$ cat src/rtl/alu_pkg.sv
// Shared constants and types for the pipelined ALU: opcode encodings,
// default widths and the decoded-instruction bundle.
package alu_pkg;

    localparam int DATA_WIDTH_DEF     = 32;
    localparam int OPCODE_WIDTH_DEF   = 7;
    localparam int REG_ADDR_WIDTH_DEF = 3;

    localparam logic [OPCODE_WIDTH_DEF-1:0] ADD  = 7'h1;
    localparam logic [OPCODE_WIDTH_DEF-1:0] SUB  = 7'h2;
    localparam logic [OPCODE_WIDTH_DEF-1:0] AND  = 7'h3;
    localparam logic [OPCODE_WIDTH_DEF-1:0] OR   = 7'h4;
    localparam logic [OPCODE_WIDTH_DEF-1:0] XOR  = 7'h5;
    localparam logic [OPCODE_WIDTH_DEF-1:0] SADD = 7'h6;

    typedef struct packed {
        logic [OPCODE_WIDTH_DEF-1:0]   opcode;
        logic [REG_ADDR_WIDTH_DEF-1:0] rd;
        logic [REG_ADDR_WIDTH_DEF-1:0] rs1;
        logic [REG_ADDR_WIDTH_DEF-1:0] rs2;
    } instr_t;

endpackage

$ cat src/rtl/alu_regfile.sv
// Register file with r0 tied to zero, one synchronous write port and two
// asynchronous read ports that see a same-cycle write (write-through bypass).
module alu_regfile
    import alu_pkg::*;
#(
    parameter int DATA_WIDTH     = DATA_WIDTH_DEF,
    parameter int REG_ADDR_WIDTH = REG_ADDR_WIDTH_DEF
) (
    input  logic                      clk,
    input  logic                      rst_n,
    input  logic                      wb_valid,
    input  logic [REG_ADDR_WIDTH-1:0] wb_rd,
    input  logic [DATA_WIDTH-1:0]     wb_data,
    input  logic [REG_ADDR_WIDTH-1:0] rs1,
    input  logic [REG_ADDR_WIDTH-1:0] rs2,
    output logic [DATA_WIDTH-1:0]     rdata1,
    output logic [DATA_WIDTH-1:0]     rdata2
);

    localparam int NUM_REGS = 2 ** REG_ADDR_WIDTH;

    logic [DATA_WIDTH-1:0] regs_q [NUM_REGS];
    logic [DATA_WIDTH-1:0] regs_d [NUM_REGS];
    logic                  wb_hit_en;

    assign wb_hit_en = wb_valid && (wb_rd != '0);

    always_comb begin
        regs_d = regs_q;
        if (wb_hit_en) begin
            regs_d[wb_rd] = wb_data;
        end
        regs_d[0] = '0;
    end

    always_ff @(posedge clk) begin
        if (!rst_n) begin
            for (int i = 0; i < NUM_REGS; i++) begin
                regs_q[i] <= '0;
            end
        end else begin
            regs_q <= regs_d;
        end
    end

    // Bypass only for nonzero indices so r0 stays zero even when written.
    always_comb begin
        rdata1 = '0;
        rdata2 = '0;
        if (rs1 != '0) begin
            rdata1 = (wb_hit_en && wb_rd == rs1) ? wb_data : regs_q[rs1];
        end
        if (rs2 != '0) begin
            rdata2 = (wb_hit_en && wb_rd == rs2) ? wb_data : regs_q[rs2];
        end
    end

endmodule

$ cat src/rtl/alu_operand_stage.sv
// ALU stage 1: valid/ready intake, operand fetch with writeback bypass, and
// the pipeline register feeding the ALU stage, kept coherent while stalled.
module alu_operand_stage
    import alu_pkg::*;
#(
    parameter int DATA_WIDTH     = DATA_WIDTH_DEF,
    parameter int OPCODE_WIDTH   = OPCODE_WIDTH_DEF,
    parameter int REG_ADDR_WIDTH = REG_ADDR_WIDTH_DEF
) (
    input  logic                      clk,
    input  logic                      rst_n,
    input  logic                      in_valid,
    output logic                      in_ready,
    input  logic [OPCODE_WIDTH-1:0]   in_opcode,
    input  logic [REG_ADDR_WIDTH-1:0] in_rd,
    input  logic [REG_ADDR_WIDTH-1:0] in_rs1,
    input  logic [REG_ADDR_WIDTH-1:0] in_rs2,
    input  logic                      wb_valid,
    input  logic [REG_ADDR_WIDTH-1:0] wb_rd,
    input  logic [DATA_WIDTH-1:0]     wb_data,
    output logic                      out_valid,
    input  logic                      out_ready,
    output logic [OPCODE_WIDTH-1:0]   out_opcode,
    output logic [DATA_WIDTH-1:0]     out_opA,
    output logic [DATA_WIDTH-1:0]     out_opB,
    output logic [REG_ADDR_WIDTH-1:0] out_rd,
    output logic                      out_illegal
);

    // Handshake: a transfer happens on a rising edge where valid && ready;
    // ready never depends on valid of the same side, and an offered valid
    // with its payload is held by the sender until it is taken.

    logic [DATA_WIDTH-1:0]     rdata1, rdata2;
    logic                      accept, stalled;

    logic                      valid_q,   valid_d;
    logic [OPCODE_WIDTH-1:0]   opcode_q,  opcode_d;
    logic [REG_ADDR_WIDTH-1:0] rd_q,      rd_d;
    logic [REG_ADDR_WIDTH-1:0] rs1_q,     rs1_d;
    logic [REG_ADDR_WIDTH-1:0] rs2_q,     rs2_d;
    logic [DATA_WIDTH-1:0]     opa_q,     opa_d;
    logic [DATA_WIDTH-1:0]     opb_q,     opb_d;
    logic                      illegal_q, illegal_d;

    alu_regfile #(
        .DATA_WIDTH     (DATA_WIDTH),
        .REG_ADDR_WIDTH (REG_ADDR_WIDTH)
    ) u_regfile (
        .clk      (clk),
        .rst_n    (rst_n),
        .wb_valid (wb_valid),
        .wb_rd    (wb_rd),
        .wb_data  (wb_data),
        .rs1      (in_rs1),
        .rs2      (in_rs2),
        .rdata1   (rdata1),
        .rdata2   (rdata2)
    );

    assign in_ready = !valid_q || out_ready;
    assign accept   = in_valid && in_ready;
    assign stalled  = valid_q && !out_ready;

    always_comb begin
        valid_d   = valid_q;
        opcode_d  = opcode_q;
        rd_d      = rd_q;
        rs1_d     = rs1_q;
        rs2_d     = rs2_q;
        opa_d     = opa_q;
        opb_d     = opb_q;
        illegal_d = illegal_q;
        if (accept) begin
            valid_d   = 1'b1;
            opcode_d  = in_opcode;
            rd_d      = in_rd;
            rs1_d     = in_rs1;
            rs2_d     = in_rs2;
            opa_d     = rdata1;
            opb_d     = rdata2;
            illegal_d = (in_opcode == '0) || (in_opcode > OPCODE_WIDTH'(SADD));
        end else if (valid_q && out_ready) begin
            valid_d = 1'b0;
        end else if (stalled && wb_valid && wb_rd != '0) begin
            // A held operand must track writes to its source register.
            if (wb_rd == rs1_q) opa_d = wb_data;
            if (wb_rd == rs2_q) opb_d = wb_data;
        end
    end

    always_ff @(posedge clk) begin
        if (!rst_n) begin
            valid_q   <= 1'b0;
            opcode_q  <= '0;
            rd_q      <= '0;
            rs1_q     <= '0;
            rs2_q     <= '0;
            opa_q     <= '0;
            opb_q     <= '0;
            illegal_q <= 1'b0;
        end else begin
            valid_q   <= valid_d;
            opcode_q  <= opcode_d;
            rd_q      <= rd_d;
            rs1_q     <= rs1_d;
            rs2_q     <= rs2_d;
            opa_q     <= opa_d;
            opb_q     <= opb_d;
            illegal_q <= illegal_d;
        end
    end

    assign out_valid   = valid_q;
    assign out_opcode  = opcode_q;
    assign out_opA     = opa_q;
    assign out_opB     = opb_q;
    assign out_rd      = rd_q;
    assign out_illegal = illegal_q;

endmodule

$ cat config.mk
export PLATFORM = sky130hd
export DESIGN_NAME = alu_operand_stage
export DESIGN_NICKNAME = d
export VERILOG_FILES = /design/src/rtl/alu_pkg.sv /design/src/rtl/alu_regfile.sv /design/src/rtl/alu_operand_stage.sv
export SDC_FILE = /design/constraint.sdc
export NUM_CORES = 1
export LEC_CHECK = 0
export BUFFER_PORTS_ARGS = -buffer_cell sky130_fd_sc_hd__buf_2
export CORE_MARGIN = 2
export CORE_UTILIZATION = 54
export CTS_CLUSTER_SIZE = 12
export DETAILED_ROUTE_END_ITERATION = 10
export PLACE_DENSITY = 0.74
export RECOVER_POWER = 50
export SLEW_MARGIN = 10
export SYNTH_ARGS = -nofsm -noshare
export SYNTH_HDL_FRONTEND = slang
export SYNTH_SLANG_ARGS = --single-unit
export TNS_END_PERCENT = 1
$ cat constraint.sdc
create_clock -name clk -period 1.7 [get_ports clk]
set_input_delay 0 -clock clk [delete_from_list [all_inputs] [get_ports clk]]
set_output_delay 0 -clock clk [all_outputs]
set_load 0.1 [all_outputs]
; ---- Word-level counts from Yosys, hierarchy flattened
; Cells that the tools add are included.
[word_totals]
regBits = 306
inputBits = 56
output_inout_bits = 77
[classes]
n_lt_le_gt_ge = 5
n_eq_ne = 5
n_mux = 23
bitwise = 3
reduce_logical = 23
[ops]
columns = operator, count
row1 = 32-bit 2-to-1 mux, 17
row2 = 256-bit bitwise mux, 1
row3 = 32-bit binary-select mux with 3-bit select, 2
row4 = 32-bit demux with 3-bit select, 1
row5 = 3-bit equality test, 4
row6 = "4-bit greater-or-equal comparator, second input constant", 3
row7 = 3-bit inverter with 4-bit output, 3
row8 = 1-bit logical AND, 9
row9 = 3-bit nonzero test, 3
row10 = 2-bit nonzero test, 4
row11 = "7-bit by 3-bit > comparator with 1-bit output, second input constant", 1
row12 = 7-bit zero test, 1
row13 = 3-bit AND reduction, 2
row14 = "4-bit by 1-bit less-than comparator with 1-bit output, second input constant", 1
row15 = 1-bit zero test, 2
row16 = 1-bit logical OR, 2
row17 = 1-bit 2-to-1 mux, 2
row18 = "2-bit != test, second input constant", 1

; ---- Longest topological paths before layout
; Gate-level depths: netlist of run 1.
[logic_depth]
word_depth = 7
ltp_mapped = 8
mapped_depth_nobuf = 5

; ---- Hierarchy
; From an unflattened synthesis of run 1, not the netlist that was laid out.
[hier_totals]
hier_cells = 2148
hier_area_um2 = 16369.4
[modules_own_cells]
columns = module, n_inst, cells_each, area_per_inst_um2, seq_area_each_um2
row1 = alu_regfile, 1, 1752, 12702.2, 4484.3
row2 = alu_operand_stage, 1, 396, 3667.3, 1641.6

; ---- Least setup slack after synthesis of run 1
; No wires, ideal clock.
[synth_timing]
path_kind = reg2reg
from = reg valid_q (netlist: out_valid)
to = reg opa_q[24] (netlist: out_opA[24])
setup_time_ns = 0.121
t_arrival_ns = 3.320
required_ns = 1.579
slack_ns = -1.741
path_stages_with_launch = 7
n_path_buf = 2
period_less_slack_ns = 3.441
cell_sequence = dfxtp_1 -> nand2b_1 -> or2_1 -> buf_2 -> o41ai_4 -> buf_4 -> a21oi_1
[synth_between]
elab_chain_cells = 5
word_cells_on_any_way = 12
[synth_lines]
columns = item, line
row1 = start: declaration, alu_operand_stage.sv:37  ; logic valid_q, valid_d;
row2 = start signal: assignment, alu_operand_stage.sv:103  ; valid_q <= valid_d;
row3 = 1-bit zero test (*), alu_operand_stage.sv:61  ; assign in_ready = !valid_q || out_ready;
row4 = 1-bit logical OR (*), alu_operand_stage.sv:61
row5 = named net in_ready, alu_operand_stage.sv:13  ; output logic in_ready,
row6 = 1-bit logical AND (*), alu_operand_stage.sv:62  ; assign accept = in_valid && in_ready;
row7 = 2-bit != test (no source line) or 2-bit nonzero test (tied branches), -
row8 = 3-bit AND reduction (no source line), -
row9 = end signal: assignment, alu_operand_stage.sv:108  ; opa_q <= opa_d;
row10 = end: declaration, alu_operand_stage.sv:42  ; logic [DATA_WIDTH-1:0] opa_q, opa_d;
; The timed path passes the listed nets; every way through them passes the cells marked *.
; A chain may end at the register's enable or synchronous reset.

; ---- Worst setup path after layout of run 1
[layout_timing]
from = reg valid_q (netlist: out_valid)
to = reg opa_q[2] (netlist: out_opA[2])
[layout_between]
elab_chain_cells = 5
word_cells_on_any_way = 12
[layout_lines]
columns = item, line
row1 = 1-bit zero test or 1-bit logical AND (tied branches), "alu_operand_stage.sv:61, alu_operand_stage.sv:63"
row2 = 1-bit logical OR or 1-bit logical AND (tied branches), "alu_operand_stage.sv:61, alu_operand_stage.sv:85"
row3 = 1-bit logical AND (on tied branches), "alu_operand_stage.sv:62, alu_operand_stage.sv:85"
row4 = 2-bit != test (no source line) or 2-bit nonzero test (tied branches), -
row5 = 3-bit AND reduction (no source line), -
; Parallel ways exist; a longest one is shown, timed or not.

==> summary.txt, run 1 <==
maximum vdd ir drop: 850 uV
syn avg cell area: 8.36 sq um
minimum clock period: 1.68 ns
DR iter-0 viols: 1772
status: finished clean
Synth top area share: 0.395
port bufs: 132
RSZ-0062 raised after global routing: true
vias per cell: 6.27
Die Wd: 173 microns
Ports: 133
postcts setup bufs: 0
placed insts: 2281
post-synth cell types: 42
largest net degree at the start of global routing: 82
clock tree root driver cell: clkbuf_16
die area: 0.0301 sq mm
synth warn: 0
Syn Inst Count: 1853
DR WL/cell: 22.0 microns
Final Cycle Share: 0.986
Max Fclk: 597 MHz
routability cong.: 0.894
Worst Reg-to-Reg Cells: 6
# H-tree levels: 2
static leakage: 6.92 nW
Total Routing Usage GR: 0.341
Power Dens Cells: 988 mW/mm^2
Yosys top cell by area: dfxtp_1
top post-synthesis cells by area: dfxtp_1 40%, nand2_1 13%, a21boi_0 12%, mux2_2 8.1%, mux4_2 4.7%
reg2reg start: out_valid
final std cells w/o fill: 2389
grt ovf: 0
syn_nets: 1909
Cell Area, Placed: 0.0172 sq mm
Min-Delay Path Class: in2reg
FF+latch count, synth: 306
first-pass GRT wire length: 81600 microns
Starting Density: 0.544
r2r setup slk: 0.02 ns
maximum buffer depth of the clock tree: 3
DR pass1 iterations: 5
critical path class: reg2reg
hold slack: 0.0453 ns
top_reg_cell synth: dfxtp_1
count leader, synth: nand2_1
vias in the first global route: 14500
Setup crit start: out_valid
Final Hold Fails: 0
total CTS buffers: 35
clock tree from TritonCTS: done
EDFF count, synth: 0
max-slew violations: 0
Post-synth top cells: 519 x nand2_1, 306 x dfxtp_1, 241 x a21boi_0
Rows: 62
Post-Syn Area: 0.0155 sq mm
Die H: 173 microns
WP data required: 2.15 ns
CORE AREA: 0.0285 sq mm
share of layout cells above drive strength 1: 0.232
worst setup path endpoint: out_opA[2]
Routed Antenna Nets: 0
initial antenna violation count: 1
area growth from synthesis to layout: 21.1%
register area share after synthesis: 0.395
Post-Layout Inst Area: 0.0188 sq mm
max_cap viols: 0
vias: 15000
Max-Slew Margin vs Limit: 0.411
worst-path fanout max: 22
CP Launch Type: flop
CTS Sinks: 306
final net count: 2037
Tot Pwr: 18.5 mW
WL final: 52600 microns
Final setup viols: 0
Worst-Skew Late Latency: 0.52 ns
Reg clk slew, reported paths: 0.06 ns
ys async rst share: 0
Worst setup EP type: flop
Post-DP HPWL: 32100 microns
Worst Tran Pin Value: 0.883 ns
Reg2Reg Capture Point: out_opA[2]
Fin Clk Skew: 0.0151 ns
Arrival @ worst endpoint: 2.13 ns
Remaining DRCs: 0
registers in the layout, summed over array words and instances (netlist names):
| name | count |
|---|---|
| out_illegal | 1 |
| rs1_q | 3 |
| out_valid | 1 |
| out_opA | 32 |
| out_opcode | 7 |
| rs2_q | 3 |
| out_opB | 32 |
| u_regfile.regs_q | 224 |
| out_rd | 3 |
layout by cell type (no fill, tap or decap), drive strengths merged, types with 2 or more instances in the layout:
master | netlist | layout
a211o | 5 | 5
a211oi | 2 | 2
a21boi | 241 | 241
a21oi | 97 | 97
a221oi | 27 | 27
a22oi | 62 | 62
a31oi | 2 | 2
buf | 40 | 235
clkbuf | 161 | 62
clkinv | 0 | 4
clkinvlp | 0 | 3
dfxtp | 306 | 306
dlygate4sd3 | 0 | 47
inv | 7 | 7
mux2 | 112 | 112
mux2i | 16 | 16
mux4 | 32 | 32
nand2 | 519 | 519
nand2b | 9 | 9
nand3 | 5 | 5
nor2 | 8 | 8
nor2b | 6 | 6
nor3 | 6 | 6
nor4 | 29 | 29
o21ai | 100 | 100
o221ai | 3 | 3
o22ai | 29 | 29
o31ai | 6 | 6
or3 | 2 | 2
xnor2 | 3 | 3
xor2 | 9 | 9
critical path, stage by stage, from the launching register on:
cell      delay, ns
dfxtp_4        0.36
nand2b_4       0.08
or2_4          0.26
o41ai_4        0.30
buf_4          0.34
o21ai_0        0.13
a21oi_1        0.13
report_power, final:
group	switching (mW)	total, mW	internal (mW)	leakage, nW
registers	0.174	7.61	7.43	2.49
clock network	3.06	7.53	4.47	0.552
logic	2.41	3.40	0.998	3.88
total	5.64	18.5	12.9	6.92
worst min-delay path by stage:
stage,startpoint,end,slack (ns),depth (start not counted)
2_1_floorplan,in_valid,out_valid,0.13,2
3_3_place_gp,in_rd[2],out_rd[2],0.25,3
3_5_place_dp,in_rd[1],out_rd[1],0.26,3
4_1_cts,in_rs2[0],rs2_q[0],0.03,4
5_1_grt,in_rs1[0],rs1_q[0],0.09,4
6_report,in_rs2[0],rs2_q[0],0.05,4
repair_timing:
item / in CTS / in global routing
resized for setup: 0 / 11
endpoints found under the setup margin: 0 / 47
endpoints found under the hold margin: 300 / 0
hold buffers: 47 / 0
kinds of logic after synthesis:
group | share of synthesized area
mux | 0.138
buf+inv | 0.0543
compound gates | 0.253
flops | 0.395
simple gates | 0.152
xor+xnor | 0.00678
metal layers:
layer  up-vias  share of wire  wire length, microns  GRT usage
met4         0          0.045                  2370      0.151
met2       932           0.46                 24000      0.554
met3       199           0.10                  5320     0.0601
met5         -              0                     0          0
li1       6732              -                     -          -
met1      7118           0.40                 21000      0.445
cell type report:
class	count	area, sq um
Clock buffer	52	1060
Tap cell	384	480
Fill cell	2356	9710
Antenna cell	1	2.50
Sequential cell	306	6130
Inverter	7	26.3
Clock inverter	8	72.6
Multi-Input combinational cell	1339	8600
Timing Repair Buffer	292	2390
through the flow:
step | worst slack, ns | util | setup TNS (ns)
floorplan | -0.432 | - | -23.95
global placement | -0.00640 | 0.603 | -0.00640
detailed placement | -0.0439 | 0.603 | -0.0439
CTS | 0.00950 | 0.659 | 0
global route | -0.0472 | 0.659 | -0.254
finish | 0.0236 | 0.659 | 0
Power figures use the tool's default switching activity.
==> run 2: changes to the inputs <==
--- a/config.mk
+++ b/config.mk
@@ -10,6 +10,7 @@
 export CORE_UTILIZATION = 54
 export CTS_CLUSTER_SIZE = 12
 export DETAILED_ROUTE_END_ITERATION = 10
+export MAX_ROUTING_LAYER = met4
 export PLACE_DENSITY = 0.74
 export RECOVER_POWER = 50
 export SLEW_MARGIN = 10
==> run 2 against run 1 <==
Net effect: sequential share of layout area did not move; total power about the same; cell count unchanged; cell area unchanged; combinational power is essentially flat; flip-flop and latch count is the same; wire length decreased by 0.38%; via count is 0.67% lower; worst setup slack improved by 0.0023 ns; hold slack got worse by 0.00095 ns; clock power hardly changed; critical path type unchanged; largest power group unchanged.
==> summary.txt, run 2 (synthesis results as in run 1) <==
Die Wd: 173 microns (unchanged)
largest net degree at the start of global routing: 82 (unchanged)
Slowest cell on crit path: dfxtp_4 (unchanged)
routability cong.: 0.909 (was 0.894)
static leakage: 6.92 nW (unchanged)
Ports: 133 (unchanged)
WL final: 52400 microns (was 52600 microns)
Worst Reg-to-Reg Cells: 6 (unchanged)
Worst Tran Pin Value: 0.884 ns (was 0.883 ns)
CTS Sinks: 306 (unchanged)
CP Launch Type: flop (unchanged)
DR pass1 iterations: 6 (was 5)
status: finished clean (unchanged)
DR iter-0 viols: 1703 (was 1772)
max reg flops: 224 (unchanged)
CP cell instances: nand2b_4, or2_4, o41ai_4, buf_4, o21ai_0, a21oi_1 (unchanged)
Total Routing Usage GR: 0.351 (was 0.341)
Fin Clk Skew: 0.0118 ns (was 0.0151 ns)
# H-tree levels: 2 (unchanged)
Final Cycle Share: 0.985 (was 0.986)
hold depth: 4 (unchanged)
Arrival @ worst endpoint: 2.13 ns (about the same)
Routed Antenna Nets: 0 (unchanged)
initial antenna violation count: 1 (unchanged)
max_cap viols: 0 (unchanged)
minimum clock period: 1.67 ns (was 1.68 ns)
final std cells w/o fill: 2389 (unchanged)
Max-Slew Margin vs Limit: 0.410 (was 0.411)
vias per cell: 6.23 (was 6.27)
final net count: 2037 (unchanged)
DR WL/cell: 21.9 microns (was 22.0 microns)
Rows: 62 (unchanged)
Die H: 173 microns (unchanged)
placed insts: 2281 (unchanged)
reg2reg start: out_valid (unchanged)
WP data required: 2.15 ns (about the same)
Total Neg Setup Slack: 0 ns (unchanged)
Final Hold Fails: 0 (unchanged)
total CTS buffers: 35 (unchanged)
Remaining DRCs: 0 (unchanged)
first-pass GRT wire length: 81600 microns (about the same)
vias: 14900 (was 15000)
Reg2Reg Capture Point: out_opA[0] (was out_opA[2])
critical path class: reg2reg (unchanged)
worst setup path endpoint: out_opA[0] (was out_opA[2])
grt ovf: 0 (unchanged)
postcts setup bufs: 0 (unchanged)
die area: 0.0301 sq mm (unchanged)
Buf+Inv Stages, Crit Path: 1 (unchanged)
top sig layer: met4 (unchanged)
r2r setup slk: 0.03 ns (was 0.02 ns)
maximum buffer depth of the clock tree: 3 (unchanged)
Tot Pwr: 18.5 mW (about the same)
max-slew violations: 0 (unchanged)
routed wl met2: 24000 microns (about the same)
Critical Path Max Stage Delay: 0.36 ns (about the same)
wl on met1: 20900 microns (was 21000 microns)
Starting Density: 0.544 (unchanged)
share of layout cells above drive strength 1: 0.232 (unchanged)
Setup crit start: out_valid (unchanged)
Min-Delay Path Class: in2reg (unchanged)
area growth from synthesis to layout: 21.1% (unchanged)
Power Dens Cells: 988 mW/mm^2 (about the same)
CP Depth: 6 (unchanged)
hold slack: 0.0443 ns (was 0.0453 ns)
clock tree from TritonCTS: done (unchanged)
Max Fclk: 597 MHz (about the same)
Crit path max-delay family: compound AO/OA/AOI/OAI gates (unchanged)
most frequent cells in the layout: 519 x nand2_1, 305 x dfxtp_1, 241 x a21boi_0 (unchanged)
Worst setup EP type: flop (unchanged)
largest register by flop count: u_regfile.regs_q (unchanged)
RSZ-0062 raised after global routing: true (unchanged)
commonest non-fill, non-tap cell in the layout: nand2_1 (unchanged)
Final setup viols: 0 (unchanged)
port bufs: 132 (unchanged)
Post-DP HPWL: 32100 microns (unchanged)
clock tree root driver cell: clkbuf_16 (unchanged)
Reg clk slew, reported paths: 0.06 ns (about the same)
CORE AREA: 0.0285 sq mm (unchanged)
vias in the first global route: 14500 (about the same)
met3 WL: 5300 microns (was 5320 microns)
maximum vdd ir drop: 854 uV (was 850 uV)
worst-path fanout max: 22 (unchanged)
Core Util, Final: 0.659 (unchanged)
Worst-Skew Late Latency: 0.52 ns (about the same)
[run 2: cell counts in the layout (fill, tap and decap cells not counted)]
Identical to the previous run, type by type.
[run 2: routing by layer]
metal | vias up | GRT usage
met4 | 0 | 0.151
met1 | 7060 | 0.444
met2 | 906 | 0.555
li1 | 6727 | -
met3 | 188 | 0.0599
met5 | - | -
[run 2: layout make-up]
cell class                 count  area (sq um)
inverter                       7          26.3
timing repair buffer         292          2390
multi-input combinational   1339          8600
clock buffer                  52          1060
fill                        2356          9710
tap                          384           480
clock inverter                 8          72.6
antenna                        1          2.50
sequential                   306          6130
[run 2: report_power, final]
part	internal [mW]	total (mW)	switching [mW]
logic	0.998	3.40	2.40
registers	7.43	7.61	0.175
clock network	4.47	7.53	3.06
total	12.9	18.5	5.64
[run 2: per-stage QoR]
step	worst slack, ns	cell area [sq um]
2_1_floorplan	-0.432	15500
3_3_place_gp	-0.00640	17200
3_5_place_dp	-0.0439	17200
4_1_cts	0.00950	18800
5_1_grt	-0.0471	18800
6_report	0.0259	18800
[run 2: what timing repair did]
item,in CTS,in global routing
hold endpoints to repair,300,0
resized for setup,0,11
endpoints found under the setup margin,0,47
hold buffers,47,0
[run 2: worst min-delay path by stage]
stage / start / end / slack (ns)
floorplan: in_valid / out_valid / 0.13
detailed placement: in_rd[1] / out_rd[1] / 0.26
global route: in_rs1[0] / rs1_q[0] / 0.09
global placement: in_rd[2] / out_rd[2] / 0.25
CTS: in_rs2[0] / rs2_q[0] / 0.03
finish: in_rs2[0] / rs2_q[0] / 0.04
[run 2: worst register-to-register path: stages, from the launching register on]
cell and delay (ns):
dfxtp_4 0.36, nand2b_4 0.08, or2_4 0.26, o41ai_4 0.30
buf_4 0.34, o21ai_0 0.13, a21oi_1 0.14
